===== src/rtl/mem_port_arbiter_pkg.sv =====
// Shared encodings and parameter defaults for the memory port arbiter.
package mem_port_arbiter_pkg;

   typedef enum logic {
      S_IDLE = 1'b0,
      S_WAIT = 1'b1
   } state_t;

   localparam logic OWN_CPU = 1'b0;
   localparam logic OWN_DMA = 1'b1;

   localparam int MEM_LAT_DEF  = 1;
   localparam int MAX_WAIT_DEF = 4;

endpackage


===== src/rtl/mem_port_arbiter_prio_select.sv =====
// Winner selection: CPU has fixed priority unless DMA has been passed over
// MAX_WAIT times in a row, in which case DMA is forced through.
module arb_prio_select
   import mem_port_arbiter_pkg::*;
#(
   parameter int MAX_WAIT = MAX_WAIT_DEF
) (
   input  logic       cpu_req,
   input  logic       dma_req,
   input  logic [3:0] starve_cnt,
   output logic       winner,
   output logic       valid
);

   // Combinational priority pick with starvation override.
   always_comb begin
      valid  = cpu_req | dma_req;
      winner = OWN_CPU;
      if (dma_req && (!cpu_req || (starve_cnt == 4'(MAX_WAIT)))) begin
         winner = OWN_DMA;
      end
   end

endmodule


===== src/rtl/mem_port_arbiter.sv =====
// Two-port arbiter in front of the unified instruction/data memory.
//
// state  | meaning
// S_IDLE | no access in flight; arbitrate, grant and strobe memory this cycle
// S_WAIT | access in flight; lat_cnt counts down, done pulses at zero
module mem_port_arbiter
   import mem_port_arbiter_pkg::*;
#(
   parameter int AW       = 32,
   parameter int DW       = 32,
   parameter int MEM_LAT  = MEM_LAT_DEF,
   parameter int MAX_WAIT = MAX_WAIT_DEF
) (
   input  logic          clk,
   input  logic          reset,
   input  logic          cpu_req,
   input  logic          cpu_we,
   input  logic [AW-1:0] cpu_adr,
   input  logic [DW-1:0] cpu_wd,
   output logic          cpu_gnt,
   output logic          cpu_done,
   output logic [DW-1:0] cpu_rdata,
   output logic          cpu_stall,
   input  logic          dma_req,
   input  logic          dma_we,
   input  logic [AW-1:0] dma_adr,
   input  logic [DW-1:0] dma_wd,
   output logic          dma_gnt,
   output logic          dma_done,
   output logic [DW-1:0] dma_rdata,
   output logic          mem_en,
   output logic          mem_we,
   output logic [AW-1:0] mem_adr,
   output logic [DW-1:0] mem_wd,
   input  logic [DW-1:0] mem_rd,
   output logic          busy
);

   localparam logic [2:0] LAT_INIT  = 3'(MEM_LAT - 1);
   localparam logic [3:0] STARVE_MX = 4'(MAX_WAIT);

   state_t     state_q, state_d;
   logic       owner_q, owner_d;
   logic [2:0] lat_cnt_q, lat_cnt_d;
   logic [3:0] starve_cnt_q, starve_cnt_d;
   logic       win;
   logic       win_valid;

   arb_prio_select #(
      .MAX_WAIT (MAX_WAIT)
   ) u_sel (
      .cpu_req    (cpu_req),
      .dma_req    (dma_req),
      .starve_cnt (starve_cnt_q),
      .winner     (win),
      .valid      (win_valid)
   );

   // State, owner and counter registers.
   always_ff @(posedge clk) begin
      if (reset) begin
         state_q      <= S_IDLE;
         owner_q      <= OWN_CPU;
         lat_cnt_q    <= '0;
         starve_cnt_q <= '0;
      end else begin
         state_q      <= state_d;
         owner_q      <= owner_d;
         lat_cnt_q    <= lat_cnt_d;
         starve_cnt_q <= starve_cnt_d;
      end
   end

   // Next state and outputs. Reset gates every strobe so an access cut off
   // mid-flight never reports done.
   always_comb begin
      state_d      = state_q;
      owner_d      = owner_q;
      lat_cnt_d    = lat_cnt_q;
      starve_cnt_d = starve_cnt_q;
      cpu_gnt      = 1'b0;
      cpu_done     = 1'b0;
      cpu_rdata    = '0;
      dma_gnt      = 1'b0;
      dma_done     = 1'b0;
      dma_rdata    = '0;
      mem_en       = 1'b0;
      mem_we       = 1'b0;
      mem_adr      = '0;
      mem_wd       = '0;
      busy         = 1'b0;

      if (!reset) begin
         unique case (state_q)
            S_IDLE: begin
               if (win_valid) begin
                  mem_en    = 1'b1;
                  busy      = 1'b1;
                  owner_d   = win;
                  lat_cnt_d = LAT_INIT;
                  state_d   = S_WAIT;
                  if (win == OWN_DMA) begin
                     dma_gnt = 1'b1;
                     mem_we  = dma_we;
                     mem_adr = dma_adr;
                     mem_wd  = dma_wd;
                  end else begin
                     cpu_gnt = 1'b1;
                     mem_we  = cpu_we;
                     mem_adr = cpu_adr;
                     mem_wd  = cpu_wd;
                  end
               end
               // cpu_gnt in the else branch implies dma_req was pending
               if (dma_gnt || !dma_req) begin
                  starve_cnt_d = '0;
               end else if (cpu_gnt && (starve_cnt_q != STARVE_MX)) begin
                  starve_cnt_d = starve_cnt_q + 4'd1;
               end
            end
            S_WAIT: begin
               busy = 1'b1;
               if (lat_cnt_q == 3'd0) begin
                  state_d = S_IDLE;
                  if (owner_q == OWN_DMA) begin
                     dma_done  = 1'b1;
                     dma_rdata = mem_rd;
                  end else begin
                     cpu_done  = 1'b1;
                     cpu_rdata = mem_rd;
                  end
               end else begin
                  lat_cnt_d = lat_cnt_q - 3'd1;
               end
            end
            default: state_d = S_IDLE;
         endcase
      end

      cpu_stall = cpu_req & ~cpu_done;
   end

endmodule

===== config.mk =====
export PLATFORM = sky130hd
export DESIGN_NAME = mem_port_arbiter
export DESIGN_NICKNAME = d
export VERILOG_FILES = /design/src/rtl/mem_port_arbiter_pkg.sv /design/src/rtl/mem_port_arbiter_prio_select.sv /design/src/rtl/mem_port_arbiter.sv
export SDC_FILE = /design/constraint.sdc
export NUM_CORES = 1
export LEC_CHECK = 0
export BUFFER_PORTS_ARGS = -buffer_cell sky130_fd_sc_hd__buf_4
export CAP_MARGIN = 20
export CORE_AREA = 2 2 117 119
export CTS_CLUSTER_SIZE = 28
export DETAILED_ROUTE_END_ITERATION = 10
export DIE_AREA = 0 0 119 121
export PLACE_DENSITY = 0.63
export SYNTH_ARGS = -nofsm -noshare
export SYNTH_HDL_FRONTEND = slang
export SYNTH_SLANG_ARGS = --single-unit

===== constraint.sdc =====
create_clock -name clk -period 2.3 [get_ports clk]
set_clock_uncertainty 0.15 [all_clocks]
set_input_delay 0.23 -clock clk [delete_from_list [all_inputs] [get_ports clk]]
set_output_delay 0.23 -clock clk [all_outputs]
set_load 0.1 [all_outputs]

==> results.toml <==
[final_layout]
drive_gt1_share_pct = 65.2
final_area_um2 = 6350
layout_common_cells = "buf_4 (242), nand2_1 (70), nand3_1 (67)"
fin_util_pct = 48.5
fin_nets = 823
area_delta_synth_final_pct = 167
final_common_cell = "buf_4"

[timing]
worst_pin_slew_ps = 519
setup_viol = 27
max_freq_ghz = 0.425
post-route-period-util_pct = 102
rsz0062_at_grt = "true"
setup_slack_ps = -53.2
max_slew_margin_pct = 65.1
finalHoldViolations = 0
slew_viol_final = 0
whs_ps = 106
post-route-min-period_ps = 2350

[die]
die_y_um = 121
start_util_pct = 18.1
core_um2 = 13100
rows = 42
die_w_um = 119
dieArea_um2 = 14400
io_pins = 302

[clock_network]
ctsHoldBuffers = 0
insertion_delay_ps = 240
cts.sinks = 9
cts_buffer_depth = 2
cts_tree = "yes"
clockRootBuffer = "clkbuf_16"
cts-buffers-inserted = 3
htree_num_levels = 1
path_clk_slew_ps = 40

[status]
status = "finished with violations"
violations = "setup timing"

[grt]
track_usage_pct = 18.1
grt_overflow = 0
antenna_found_initial = 2
grt_pass1_wl_um = 20900
grt_max_degree = 76
grt_pass1_vias = 3966

[run]
max_cap_viol_count = 0

[placed_design]
place.gp.congestion = 0.944
place_ws_ps = 115
dpl_cell_area_um2 = 5480
dp_hpwl_um = 11000
port_buffers = 301

[power]
p_total_mw = 2.50
p_per_area_nw_per_um2 = 393
p_leak_nw = 2.81
vdd_drop_max_mv = 0.216

[synth]
ys_types = 33
yosys.area.top_type_share_pct = 27.4
yosysTopAreaCell = "mux2i_1"
synth_flop_cell = "dfxtp_1"
syn_nets = 528
seq_area_frac_synth_pct = 7.59
syn_area_um2 = 2370
ys_warn_count = 0
synthCells = 358
synth_area_per_cell_um2 = 6.63
ys_ff_latch = 9
synth_edf_count = 0
synth_area_leaders = "mux2i_1 (27%), and2_1 (18%), nand3_1 (14%), nand2_1 (11%), dfxtp_1 (7.6%)"
async_flop_share_pct = 0

[critical_path]
critPathLaunchType = "flop"
arrival_ps = 1970
cpPeakStageDelay_ps = 340
worst_path_most_repeated_cell = "buf_12"
cp_slowest_cell = "dfxtp_4"
path_class = "reg -> out"
critPathRequiredTime_ps = 1920
crit_chain = "inv_4 -> ha_4 -> nand3b_4 -> a21boi_4 -> buf_12 -> buf_12 -> buf_12 -> mux2i_2 -> buf_6"
crit_fanout = 7
end_kind = "primary output"

[route]
wl_um = 13700
vias = 3712
drc = 0
viasPerCell = 4.47
first_iter_violations = 117
wl_per_cell_um = 16.5
ant_nets = 0
drt_first_pass_iters = 4

[hold_path]
hold_path.class = "in -> reg"
[area by class of cell]
type / instances / area [um^2]
antenna: 2 / 5.00
multi-input combinational: 304 / 2570
inverter: 8 / 32.5
timing repair buffer: 327 / 3260
fill: 1208 / 6740
tap: 176 / 220
sequential: 9 / 186
clock buffer: 4 / 78.8
[report_power, final]
part	total (mW)	internal (mW)	leakage (nW)	switching, mW
Combinational	2.01	0.724	2.70	1.29
Clock	0.314	0.232	0.0382	0.0818
Sequential	0.169	0.161	0.0745	0.00771
[through the flow]
step	instances	setup TNS, ps
floorplan	358	-9570
global placement	815	0
detailed placement	815	0
CTS	826	-642
global route	828	-3440
finish	830	-469
[final timing paths]
| kind | start | to | slack [ps] | cells after the start |
|---|---|---|---|---|
| max | starve_cnt_q[0] | mem_wd[3] | -50 | 9 |
| min | reset | lat_cnt_q[1] | 110 | 2 |
| max reg2reg | lat_cnt_q[0] | lat_cnt_q[2] | 610 | 6 |
| min reg2reg | lat_cnt_q[1] | lat_cnt_q[1] | 320 | 2 |
[kinds of logic (layout without fill, tap and decap cells)]
logic type	count (synthesis)	after routing	synth area share, %
buffers and inverters	45	339	10.8
adders and majority gates	4	4	2.11
and+or+nand+nor	220	220	47.9
DFF	9	9	7.59
AOI/OAI and AO/OA	15	15	4.16
other	0	2	0
muxes	65	65	27.4
[sequential cells by signal (all words and copies together) (netlist names)]
name and count:
owner_q 1, state_q 1, lat_cnt_q 3, starve_cnt_q 4
[what timing repair did]
action,CTS,global route
buffers inserted,5,2
gates cloned,2,0
pin swaps,1,2
endpoints found under the setup margin,53,65
resized for setup,125,32
hold endpoints to repair,0,0
[cells in the mapped netlist, types with 3 or more instances]
| cell | instances |
|---|---|
| inv_1 | 8 |
| a21oi_1 | 3 |
| buf_1 | 5 |
| and3b_1 | 3 |
| buf_4 | 5 |
| nand3_1 | 67 |
| o21ai_0 | 4 |
| ha_1 | 4 |
| and2_1 | 67 |
| nand2_1 | 70 |
| mux2i_1 | 65 |
| dfxtp_1 | 9 |
| buf_2 | 21 |
[critical path: cells and delay by family, from the launching register on]
family / cells / cell delay (ps)
AO/OA/AOI/OAI: 1 / 160
adder cells (fa/ha/maj): 1 / 130
buffers and inverters: 5 / 750
flip-flops: 1 / 340
multiplexers: 1 / 230
AND/OR/NAND/NOR: 1 / 90
[routing by layer]
metal	wire [um]	GRT usage, %	share of wire, %	vias up
met4	339	5.43	2.5	0
met3	1290	4.98	9.4	19
met5	0	0	0	-
met2	7260	34.7	53	220
met1	4780	19.3	35	1675
li1	-	-	-	1798
No activity file was read; power rests on OpenSTA's default activity.
